**config.mk**
```make
export PLATFORM = sky130hd
export DESIGN_NAME = drr_flow_scheduler
export DESIGN_NICKNAME = d
export VERILOG_FILES = /design/src/rtl/drr_flow_scheduler.sv
export SDC_FILE = /design/constraint.sdc
export NUM_CORES = 1
export LEC_CHECK = 0
export CAP_MARGIN = 30
export CELL_PAD_IN_SITES_DETAIL_PLACEMENT = 0
export CELL_PAD_IN_SITES_GLOBAL_PLACEMENT = 1
export CORE_MARGIN = 2
export CORE_UTILIZATION = 47
export CTS_CLUSTER_DIAMETER = 120
export DETAILED_ROUTE_END_ITERATION = 8
export PLACE_DENSITY_LB_ADDON = 0.1
export SETUP_SLACK_MARGIN = 0.5
export SYNTH_ARGS = -nofsm -noshare
export SYNTH_HDL_FRONTEND = slang
export SYNTH_SLANG_ARGS = --single-unit
```
**constraint.sdc**
```tcl
create_clock -name clk -period 5.7 [get_ports clk]
set_clock_uncertainty 0.2 [all_clocks]
set_input_delay 0.57 -clock clk [delete_from_list [all_inputs] [get_ports clk]]
set_output_delay 0.57 -clock clk [all_outputs]
set_load 0.005 [all_outputs]
```
**src/rtl/drr_flow_scheduler.sv**
```systemverilog
`default_nettype none
`timescale 1ns/1ps
// ============================================================================
//  Module   : drr_flow_scheduler
//  Purpose  : Deficit-round-robin arbiter sharing the packet-generator command
//             FIFO write slot between N_FLOWS flow managers, with byte fairness
//             set by a runtime-programmable per-flow quantum and enable.
//  Revision : 1.0 - initial release
// ============================================================================
module drr_flow_scheduler #(
  parameter int N_FLOWS       = 4,
  parameter int SIZE_WIDTH    = 11,
  parameter int QUANTUM_WIDTH = 16,
  parameter int DEFICIT_WIDTH = 17,
  parameter logic [N_FLOWS*QUANTUM_WIDTH-1:0] QUANTUMS = {4{16'd1536}},
  localparam int ID_WIDTH     = (N_FLOWS > 1) ? $clog2(N_FLOWS) : 1
) (
  input  logic                             clk,
  input  logic                             rst,
  input  logic [N_FLOWS-1:0]               request,
  input  logic [N_FLOWS*SIZE_WIDTH-1:0]    req_size,
  input  logic [N_FLOWS-1:0]               acknowledge,
  output logic [N_FLOWS-1:0]               grant,
  output logic                             grant_valid,
  output logic [ID_WIDTH-1:0]              grant_id,
  input  logic                             cfg_en,
  input  logic [ID_WIDTH-1:0]              cfg_id,
  input  logic [QUANTUM_WIDTH-1:0]         cfg_quantum,
  input  logic                             cfg_flow_en
);

  typedef enum logic [0:0] {SCAN = 1'b0, GRANT = 1'b1} state_t;

  state_t                     state_q, state_d;
  logic [ID_WIDTH-1:0]        ptr_q, ptr_d;
  logic                       refilled_q, refilled_d;
  logic [DEFICIT_WIDTH-1:0]   deficit_q [N_FLOWS];
  logic [DEFICIT_WIDTH-1:0]   deficit_d [N_FLOWS];
  logic [QUANTUM_WIDTH-1:0]   quantum_q [N_FLOWS];
  logic [QUANTUM_WIDTH-1:0]   quantum_d [N_FLOWS];
  logic [N_FLOWS-1:0]         flow_en_q, flow_en_d;
  logic [N_FLOWS-1:0]         grant_q, grant_d;
  logic [SIZE_WIDTH-1:0]      size_q, size_d;

  logic [SIZE_WIDTH-1:0]      w_size_arr  [N_FLOWS];
  logic [QUANTUM_WIDTH-1:0]   w_quant_rst [N_FLOWS];
  logic [ID_WIDTH-1:0]        w_ptr_next;
  logic                       w_eligible;
  logic [DEFICIT_WIDTH-1:0]   w_cur_deficit;
  logic [SIZE_WIDTH-1:0]      w_cur_size;
  logic [DEFICIT_WIDTH:0]     w_refill_sum;
  logic [DEFICIT_WIDTH-1:0]   w_refill_sat;

  // Unpack the flat per-flow size bus and reset quanta into arrays
  generate
    for (genvar i = 0; i < N_FLOWS; i++) begin : g_unpack
      assign w_size_arr[i]  = req_size[i*SIZE_WIDTH +: SIZE_WIDTH];
      assign w_quant_rst[i] = QUANTUMS[i*QUANTUM_WIDTH +: QUANTUM_WIDTH];
    end
  endgenerate

  assign w_ptr_next    = (ptr_q == ID_WIDTH'(N_FLOWS - 1)) ? '0 : ptr_q + 1'b1;
  assign w_eligible    = request[ptr_q] & flow_en_q[ptr_q];
  assign w_cur_deficit = deficit_q[ptr_q];
  assign w_cur_size    = w_size_arr[ptr_q];
  // One extra bit catches the carry so the refill can saturate instead of wrapping
  assign w_refill_sum  = {1'b0, w_cur_deficit} + (DEFICIT_WIDTH+1)'(quantum_q[ptr_q]);
  assign w_refill_sat  = w_refill_sum[DEFICIT_WIDTH] ? '1 : w_refill_sum[DEFICIT_WIDTH-1:0];

  assign grant       = grant_q;
  assign grant_valid = |grant_q;
  assign grant_id    = ptr_q;

  // Next-state: configuration writes plus the SCAN/GRANT scheduling decision
  always_comb begin
    state_d    = state_q;
    ptr_d      = ptr_q;
    refilled_d = refilled_q;
    flow_en_d  = flow_en_q;
    grant_d    = grant_q;
    size_d     = size_q;
    for (int i = 0; i < N_FLOWS; i++) begin
      deficit_d[i] = deficit_q[i];
      quantum_d[i] = quantum_q[i];
    end

    if (cfg_en && (int'(cfg_id) < N_FLOWS)) begin
      quantum_d[cfg_id] = cfg_quantum;
      flow_en_d[cfg_id] = cfg_flow_en;
    end

    case (state_q)
      SCAN: begin
        if (!w_eligible) begin
          // Idle or disabled flows forfeit any banked credit
          deficit_d[ptr_q] = '0;
          ptr_d            = w_ptr_next;
          refilled_d       = 1'b0;
        end else if (w_cur_deficit >= DEFICIT_WIDTH'(w_cur_size)) begin
          size_d         = w_cur_size;
          grant_d        = '0;
          grant_d[ptr_q] = 1'b1;
          state_d        = GRANT;
        end else if (!refilled_q) begin
          deficit_d[ptr_q] = w_refill_sat;
          refilled_d       = 1'b1;
        end else begin
          // Already topped up this visit: keep the credit and move on
          ptr_d      = w_ptr_next;
          refilled_d = 1'b0;
        end
      end
      GRANT: begin
        if (acknowledge[ptr_q]) begin
          // Deficit was >= size at grant time, so this cannot underflow
          deficit_d[ptr_q] = w_cur_deficit - DEFICIT_WIDTH'(size_q);
          grant_d          = '0;
          state_d          = SCAN;
        end else if (!request[ptr_q]) begin
          grant_d    = '0;
          ptr_d      = w_ptr_next;
          refilled_d = 1'b0;
          state_d    = SCAN;
        end
      end
      default: state_d = SCAN;
    endcase
  end

  // State registers with asynchronous active-low reset
  always_ff @(posedge clk or negedge rst) begin
    if (!rst) begin
      state_q    <= SCAN;
      ptr_q      <= '0;
      refilled_q <= 1'b0;
      flow_en_q  <= '1;
      grant_q    <= '0;
      size_q     <= '0;
      for (int i = 0; i < N_FLOWS; i++) begin
        deficit_q[i] <= '0;
        quantum_q[i] <= w_quant_rst[i];
      end
    end else begin
      state_q    <= state_d;
      ptr_q      <= ptr_d;
      refilled_q <= refilled_d;
      flow_en_q  <= flow_en_d;
      grant_q    <= grant_d;
      size_q     <= size_d;
      for (int i = 0; i < N_FLOWS; i++) begin
        deficit_q[i] <= deficit_d[i];
        quantum_q[i] <= quantum_d[i];
      end
    end
  end

endmodule
`default_nettype wire
```
Word level (Yosys, flattened, before mapping)
Cells that the tools add are included.
- $lt $le $gt $ge: 9
- muxes and demuxes: 56
- bitwise logic cells: 6
- reduce and logical (&&, ||, !) cells: 10
- equality and inequality tests: 10
- $add $sub $neg: 3
- operators by type and width (kind ; number):
    2-to-1 mux 68 bit ; 4
    bitwise mux 68 bit ; 2
    case mux 68 bit (2 select lines) ; 1
    AND 68 bit ; 1
    2-to-1 mux 17 bit ; 4
    NOT 68 bit ; 1
    bitwise mux 64 bit ; 1
    2-to-1 mux 16 bit ; 3
    binary-select mux 17 bit (select 2 bit) ; 1
    demux 17 bit (select 2 bit) ; 1
    binary-select mux 16 bit (select 2 bit) ; 1
    demux 16 bit (select 2 bit) ; 1
    binary-select mux 11 bit (select 2 bit) ; 1
    2-to-1 mux 11 bit ; 2
    adder 17 x 16 -> 18 bit ; 1
    greater-or-equal comparator 17 x 11 -> 1 bit ; 1
    subtractor 17 x 11 -> 17 bit ; 1
    2-to-1 mux 4 bit ; 4
    2-to-1 mux 1 bit ; 14
    2-to-1 mux 2 bit ; 6
    AND reduction 3 bit ; 4
    != test 3 bit, second input constant ; 3
    != test 2 bit, second input constant ; 4
    case mux 4 bit (2 select lines) ; 1
    other kinds (19) ; 31
- input bits: 74
- output and inout bits: 7
- word-level logic and storage cells: 108
- register bits after elaboration: 155

Logic depth before layout (Yosys ltp)
Gate-level depths: netlist (run 1).
- depth in word-level cells: 11
- mapped depth: 16
- mapped depth without buffers: 13

Worst setup path after synthesis (run 1)
OpenSTA, ideal clock, no wires.
- path kind: flip-flop to flip-flop
- start point: reg ptr_q[0], in the netlist grant_id[0]
- end point: reg deficit_q[0] (netlist name)
- arrival time: 4.817 ns
- stages on the path, launching flop included: 16
- path buffers: 5
- setup time: 0.141 ns
- setup slack: 0.542 ns
- data required time: 5.359 ns
- clock period less this slack: 5.158 ns
- path through: dfrtp_1 -> buf_2 -> buf_2 -> buf_1 -> buf_1 -> mux4_2 -> ha_1 -> a211o_1 -> or3_1 -> o21a_1 -> a311o_1 -> buf_2 -> nor2_1 -> nor2_1 -> a2111oi_0 -> a21oi_1
- word-level cells in the longest chain between the ends: 11
- elaborated cells on any way between the ends: 39
- classes of those cells: 2 x add/sub; 3 x order compare; 3 x eq/ne; 25 x mux; 4 x bitwise; 2 x reduce/logical
- RTL lines (element ; line ; RTL):
    from (decl) ; 35 ; logic [ID_WIDTH-1:0] ptr_q, ptr_d;
    from (signal assigned) ; 145 ; ptr_q <= ptr_d;
    NOT 2 -> 3 bit (not written as such) ; n/a ;
    binary-select mux 17 bit (select 2 bit) / binary-select mux 16 bit (select 2 bit) (equally long branches) ; 64, 67 ;
    2-to-1 mux 17 bit (not written as such) / 2-to-1 mux 16 bit (equally long branches) (2 in series) ; 64, 67 ;
    adder 17 x 16 -> 18 bit ; 67 ; assign w_refill_sum = {1'b0, w_cur_deficit} + (DEFICIT_WIDTH+1)'(quantum_q[ptr_q]);
    2-to-1 mux 17 bit ; 68 ; assign w_refill_sat = w_refill_sum[DEFICIT_WIDTH] ? '1 : w_refill_sum[DEFICIT_WIDTH-1:0];
    bitwise mux 68 bit ; 105 ; deficit_d[ptr_q] = w_refill_sat;
    2-to-1 mux 68 bit ; 104 ; end else if (!refilled_q) begin
    2-to-1 mux 68 bit ; 99 ; end else if (w_cur_deficit >= DEFICIT_WIDTH'(w_cur_size)) begin
    2-to-1 mux 68 bit ; 94 ; if (!w_eligible) begin
    case mux 68 bit (2 select lines) ; 92 ; case (state_q)
    to (signal, indexed assignment) ; 151 ; deficit_q[i] <= deficit_d[i];
    to (decl) ; 37 ; logic [DEFICIT_WIDTH-1:0] deficit_q [N_FLOWS];
Several ways; a longest one is shown, not always the timed one. The select of a mux whose other input is x is not followed.
A chain may end at the register's enable or synchronous reset.

Worst setup path after layout (run 1)
- start point: reg ptr_q[1], in the netlist grant_id[1]
- end point: reg deficit_q[67] (netlist name)
The elaborated chain is that of the path after synthesis.

==> results_dict.tcl, run 1 <==
set metrics [dict create \
    cts_inserted_buffers 17 \
    critical_path.top_delay_family "compound AO/OA/AOI/OAI gates" \
    yosysWarningCount 0 \
    fp.dieH_um 147 \
    timing.critical_path.fanout_max 33 \
    floorplan.die_area_um2 21500 \
    relSlewSlack 0.365 \
    flow.area_growth_from_synthesis_pct 18.2 \
    grt_use_total 0.272 \
    syn_inst 899 \
    firstDrtPassIters 5 \
    avgViaCountPerCell 6.20 \
    drive_gt1_frac 0.202 \
    gr-total-overflow 0 \
    remaining_antenna_violation_count_after_routing 0 \
    commonest_register_cell_after_synthesis "dfrtp_1" \
    placement.io_buffers 80 \
    start_kind "flip-flop" \
    wire_length_of_the_first_global_routing_pass_um 44900 \
    critPathCaptureType "flip-flop" \
    routed-via-count 7779 \
    floorplan.die.width_um 147 \
    slew_of_the_pin_with_the_lowest_slew_margin_ns 0.950 \
    ys_async_sr_fraction 1.00 \
    cp_data_required_time_ns 5.83 \
    postCtsResizedCells 0 \
    final-hold-violation-count 0 \
    synthesis.area_per_instance_um2 10.7 \
    drt-total-wl_um 28100 \
    cts_sinks 155 \
    cap_violations 0 \
    worst-setup-path-type "flip-flop to flip-flop" \
    start_util 0.477 \
    cp.buffers_inverters 1 \
    worst_setup_hold_path_clk_slew_ns 0.07 \
    ys_types 70 \
    grt_start_max_net_pins 102 \
    number_of_design_rule_violations_left_by_the_first_detailed_router_iteration 690 \
    clock_tree.buffer_depth 2 \
    period_needed_ns 5.07 \
    whs_ns 0.288 \
    setup_repair_after_global_routing_missed_its_margin "no" \
    antenna_violations_before_repair 0 \
    finalCritPeriodShare 0.889 \
    top_level_ports 81 \
    worst_path_most_repeated_cell "a21o_1" \
    h-tree-depth 4 \
    number_of_global_route_vias_before_repair 8002 \
    report.final.slew_viol_count 0 \
    synth_seq_area_share 0.406 \
    wire_per_inst_um 22.4 \
    tritoncts "yes" \
    postSynthNetCount 1017 \
    layout.nets 1090 \
    placementRows 52 \
    setup-violations-final 0 \
    timing.hold.worst.class "input pin to async pin" \
    syn-cell-area_um2 9580 \
    antenna_cells_inserted 0 \
    worst-endpoint-arrival_ns 5.20 \
    cpMaxStageDelayCell "dfrtp_2" \
    drcViolationCount 0 \
    synth-edff-count 0 \
    max_freq_mhz 197 \
    yosys_register_bits 155 \
    status "finished, final reports clean" \
    worst_path_largest_cell_delay_ns 0.98 \
    crit_path_cell_trace "mux4_2 > ha_1 > a21o_1 > a21o_1 > a2111oi_0 > buf_1 > and4_1 > a311o_2 > nand2_2 > a221o_1" \
    post_dp_hpwl_um 20200 \
    ctsRootBufferMaster "clkbuf_16" \
    clk_latency_ns 0.44 \
    fin_setup_tns_ns 0 \
    gp_congestion 0.913 \
    core_area_um2 20100 \
]
layer usage:
metal | vias to the layer above | global-route usage | part of all wire
met2 | 316 | 0.443 | 0.48
met1 | 3893 | 0.355 | 0.42
met5 | - | 0 | 0
li1 | 3506 | - | -
met3 | 64 | 0.0658 | 0.067
met4 | 0 | 0.104 | 0.036
sequential cells by signal, indices dropped and copies added, names as in the netlist:
name and cells:
quantum_q 64, grant_id 2, size_q 11, refilled_q 1, state_q 1, flow_en_q 4, grant 4, deficit_q 68
stage by stage:
step	instance area (µm²)	util	setup slack, ns	cells
2_1_floorplan	9580	-	0.542	899
3_3_place_gp	10600	0.529	0.174	1216
3_5_place_dp	10700	0.530	0.506	1219
4_1_cts	11300	0.561	0.677	1252
5_1_grt	11300	0.563	0.532	1255
6_report	11300	0.563	0.632	1255
cells in the mapped netlist, drive strengths merged, types with 15 or more instances:
library cell  number  area (µm²)
a21oi             67         339
a22oi             16         120
buf               21         100
clkbuf            25        93.8
dfrtp            143        3580
ha                42         526
inv               44         165
mux2              74         833
mux4              46        1040
nand2             62         235
nor2              75         284
nor3              15        96.4
o21a              20         150
o21ai             50         258
xnor2             15         131
cells by family after synthesis:
family,count (synthesis),synth area share
xor gates and xnor gates,21,0.0192
muxes,126,0.201
DFF,155,0.406
and+or+nand+nor,209,0.102
adders and majority gates,44,0.0590
buffers and inverters,91,0.0379
AOI/OAI and AO/OA,253,0.174
timing repair:
action / CTS / global route
hold endpoints to repair: 0 / 7
buffers inserted: 1 / 0
setup endpoints to repair: 1 / 0
hold buffers: 0 / 1
area by class of cell:
| class | instances | area [µm²] |
|---|---|---|
| clock buffer | 18 | 429 |
| clock inverter | 14 | 156 |
| fill | 1731 | 8780 |
| inverter | 45 | 169 |
| multi-input combinational | 653 | 5330 |
| sequential | 155 | 3900 |
| tap | 270 | 338 |
| timing repair buffer | 100 | 998 |
cells in the final DEF, fill, tap and decap left out, types with 4 or more instances in the layout:
cell type          n
and3_1             6
or3_1              7
nand2b_1           5
o211ai_1          11
dfstp_2           12
ha_1              42
o21ai_1           10
o21a_1            20
mux2i_1            6
o221ai_1          10
a211oi_1           9
a31oi_1           10
nor3_1            11
and2_1             7
xnor2_1           15
o22ai_1           11
o21ai_0           38
a2bb2oi_1          4
nor2_1            74
nor2b_1            6
inv_8              6
a22o_1             8
mux4_2            46
nand3_1           12
mux2_2            74
inv_1             44
a21oi_1           66
a22oi_1           16
clkbuf_16         17
buf_4             14
nand2_1           61
clkdlybuf4s50_1   79
a21o_1             8
xor2_1             6
dfrtp_1          141
final timing paths:
path / from / to / slack [ns] / depth (start not counted)
worst max-delay path: grant_id[1]$_DFFE_PN0P_ / deficit_q[67]$_DFFE_PN0P_ / 0.63 / 10
worst min-delay path: rst / size_q[2]$_DFFE_PN0P_ / 0.29 / 2
worst max register to register: grant_id[1]$_DFFE_PN0P_ / deficit_q[67]$_DFFE_PN0P_ / 0.63 / 10
worst min register to register: deficit_q[62]$_DFFE_PN0P_ / deficit_q[62]$_DFFE_PN0P_ / 0.29 / 2
max in group asynchronous: rst / quantum_q[27]$_DFFE_PN0P_ / 3.64 / 4
min in group clk: deficit_q[62]$_DFFE_PN0P_ / deficit_q[62]$_DFFE_PN0P_ / 0.29 / 2
Power of run 1 is left out: the tool's default activity adds up to more than one toggle a clock period on the data nets, which glitch-free logic cannot reach.
==> run 2: changes to the inputs <==
--- a/config.mk
+++ b/config.mk
@@ -12,6 +12,7 @@
 export CORE_UTILIZATION = 47
 export CTS_CLUSTER_DIAMETER = 120
 export DETAILED_ROUTE_END_ITERATION = 8
+export HOLD_SLACK_MARGIN = 0.06
 export PLACE_DENSITY_LB_ADDON = 0.1
 export SETUP_SLACK_MARGIN = 0.5
 export SYNTH_ARGS = -nofsm -noshare
==> results of run 2 <==
The final DEF is identical to that of run 1; final timing and power are the same.
Power of run 2 is left out for the same reason.
==> run 3: changes to the inputs <==
--- a/config.mk
+++ b/config.mk
@@ -9,7 +9,7 @@
 export CELL_PAD_IN_SITES_DETAIL_PLACEMENT = 0
 export CELL_PAD_IN_SITES_GLOBAL_PLACEMENT = 1
 export CORE_MARGIN = 2
-export CORE_UTILIZATION = 47
+export CORE_UTILIZATION = 42
 export CTS_CLUSTER_DIAMETER = 120
 export DETAILED_ROUTE_END_ITERATION = 8
 export HOLD_SLACK_MARGIN = 0.06
==> constraint.sdc (replaced) <==
create_clock -name clk -period 4.1 [get_ports clk]
set_clock_uncertainty 0.2 [all_clocks]
set_input_delay 0.41 -clock clk [delete_from_list [all_inputs] [get_ports clk]]
set_output_delay 0.41 -clock clk [all_outputs]
set_load 0.005 [all_outputs]
==> run 3 against run 2 <==
  * Critical path depth rose by 2
  * Final area increased by 18%
  * Worst setup slack lost 0.49 ns
  * Die area is 12% higher
  * Via count is 3.6% higher
  * Utilization rose by 3.2 points
  * Fmax grew 28%
  * Sequential share of layout area fell by 5.3 points
  * Highest routed layer unchanged
==> results_dict.tcl, run 3 (same netlist as run 1, synthesis figures left out) <==
set metrics [dict create \
    clock_tree.buffer_depth 2 \
    top_level_ports 81 \
    post-route-util 0.595 \
    post_dp_hpwl_um 20700 \
    remaining_antenna_violation_count_after_routing 0 \
    status "finished, final reports clean" \
    floorplan.die_area_um2 24000 \
    final-hold-violation-count 0 \
    antenna_cells_inserted 0 \
    slew_of_the_pin_with_the_lowest_slew_margin_ns 0.886 \
    floorplan.die.width_um 155 \
    number_of_design_rule_violations_left_by_the_first_detailed_router_iteration 526 \
    timing.critical_path.fanout_max 5 \
    tritoncts "yes" \
    worst-setup-path-type "flip-flop to flip-flop" \
    layout_common_cells "dfrtp_1 (140), buf_4 (85), clkdlybuf4s50_1 (79), mux2_2 (71), nand2_1 (57)" \
    cap_violations 0 \
    cts_inserted_buffers 17 \
    worst-endpoint-arrival_ns 4.09 \
    grt_use_total 0.250 \
    worst_setup_hold_path_clk_slew_ns 0.07 \
    whs_ns 0.296 \
    cts_sinks 155 \
    max_freq_mhz 252 \
    routed-via-count 8056 \
    setup_repair_after_global_routing_missed_its_margin "yes" \
    grt_start_max_net_pins 92 \
    critPathCaptureType "flip-flop" \
    placement.io_buffers 80 \
    timing.hold.worst.class "flip-flop to flip-flop" \
    number_of_global_route_vias_before_repair 7945 \
    relSlewSlack 0.409 \
    fp.dieH_um 155 \
    drcViolationCount 0 \
    core_area_um2 22500 \
    cp_data_required_time_ns 4.23 \
    clk_latency_ns 0.45 \
    setup-violations-final 0 \
    firstDrtPassIters 6 \
    start_util 0.426 \
    layout.cells.most_common "dfrtp_1" \
    start_kind "flip-flop" \
    antenna_violations_before_repair 0 \
    gp_congestion 0.912 \
    wire_per_inst_um 21.5 \
    ctsRootBufferMaster "clkbuf_16" \
    drive_gt1_frac 0.396 \
    period_needed_ns 3.96 \
    reg_top3 "deficit_q: 68 flops, quantum_q: 64 flops, size_q: 11 flops" \
    layout.nets 1206 \
    dpl_cell_area_um2 11300 \
    h-tree-depth 4 \
    placementRows 55 \
    gr-total-overflow 0 \
    finalCritPeriodShare 0.966 \
    drt-total-wl_um 29900 \
    largest_register_ffs 68 \
    wire_length_of_the_first_global_routing_pass_um 45700 \
    largest_register "deficit_q" \
    report.final.slew_viol_count 0 \
    finalInstanceArea_um2 13400 \
    fin_setup_tns_ns 0 \
    flow.area_growth_from_synthesis_pct 39.9 \
    avgViaCountPerCell 5.81 \
]
run 3: repair_timing:
| item | in CTS | in global routing |
|---|---|---|
| pin swaps | 47 | 47 |
| endpoints found under the hold margin | 82 | 0 |
| cloned | 0 | 4 |
| hold buffers | 1 | 0 |
| resized for setup | 85 | 82 |
| setup endpoints to repair | 71 | 75 |
| buffers inserted | 35 | 38 |
run 3: path summary, 6_finish.rpt:
path | start | to | slack, ns | cells after the start
worst max-delay path | grant_id[0]$_DFFE_PN0P_ | deficit_q[10]$_DFFE_PN0P_ | 0.14 | 12
worst max register to register | grant_id[0]$_DFFE_PN0P_ | deficit_q[10]$_DFFE_PN0P_ | 0.14 | 12
worst min register to register | deficit_q[57]$_DFFE_PN0P_ | deficit_q[57]$_DFFE_PN0P_ | 0.30 | 2
worst min-delay path | deficit_q[57]$_DFFE_PN0P_ | deficit_q[57]$_DFFE_PN0P_ | 0.30 | 2
min in group asynchronous | rst | size_q[3]$_DFFE_PN0P_ | 0.39 | 2
max in group asynchronous | rst | flow_en_q[2]$_DFFE_PN1P_ | 2.43 | 3
run 3: per-stage QoR:
stage | setup WS (ns) | cells
4_1_cts | 0.177 | 1343
3_5_place_dp | 0.0834 | 1275
3_3_place_gp | 0.100 | 1273
2_1_floorplan | 0.279 | 899
5_1_grt | 0.0340 | 1386
6_report | 0.139 | 1386
run 3: worst max-delay path: stages, from the launching register on:
cell and delay, ns:
dfrtp_4 0.47, buf_12 0.14, mux4_2 0.60, ha_2 0.25
a211o_1 0.30, or3_4 0.35, o21a_4 0.23, a311o_1 0.43
buf_4 0.18, nor3_4 0.27, a2bb2oi_1 0.20, o211ai_1 0.09
o21a_1 0.13
run 3: final cells by class:
cell class	count	area, µm²
fill	1859	9100
multi-input combinational	654	6210
sequential	155	3900
timing repair buffer	215	2160
clock buffer	18	439
tap	285	357
inverter	45	169
clock inverter	14	165
run 3: per-layer routing:
| metal | vias up | routed length (µm) | GRT usage |
|---|---|---|---|
| met5 | - | 0 | 0 |
| met2 | 235 | 14200 | 0.395 |
| met1 | 4034 | 13500 | 0.350 |
| met4 | 0 | 787 | 0.0882 |
| li1 | 3742 | - | - |
| met3 | 45 | 1330 | 0.0432 |
Power of run 3 is left out for the same reason.
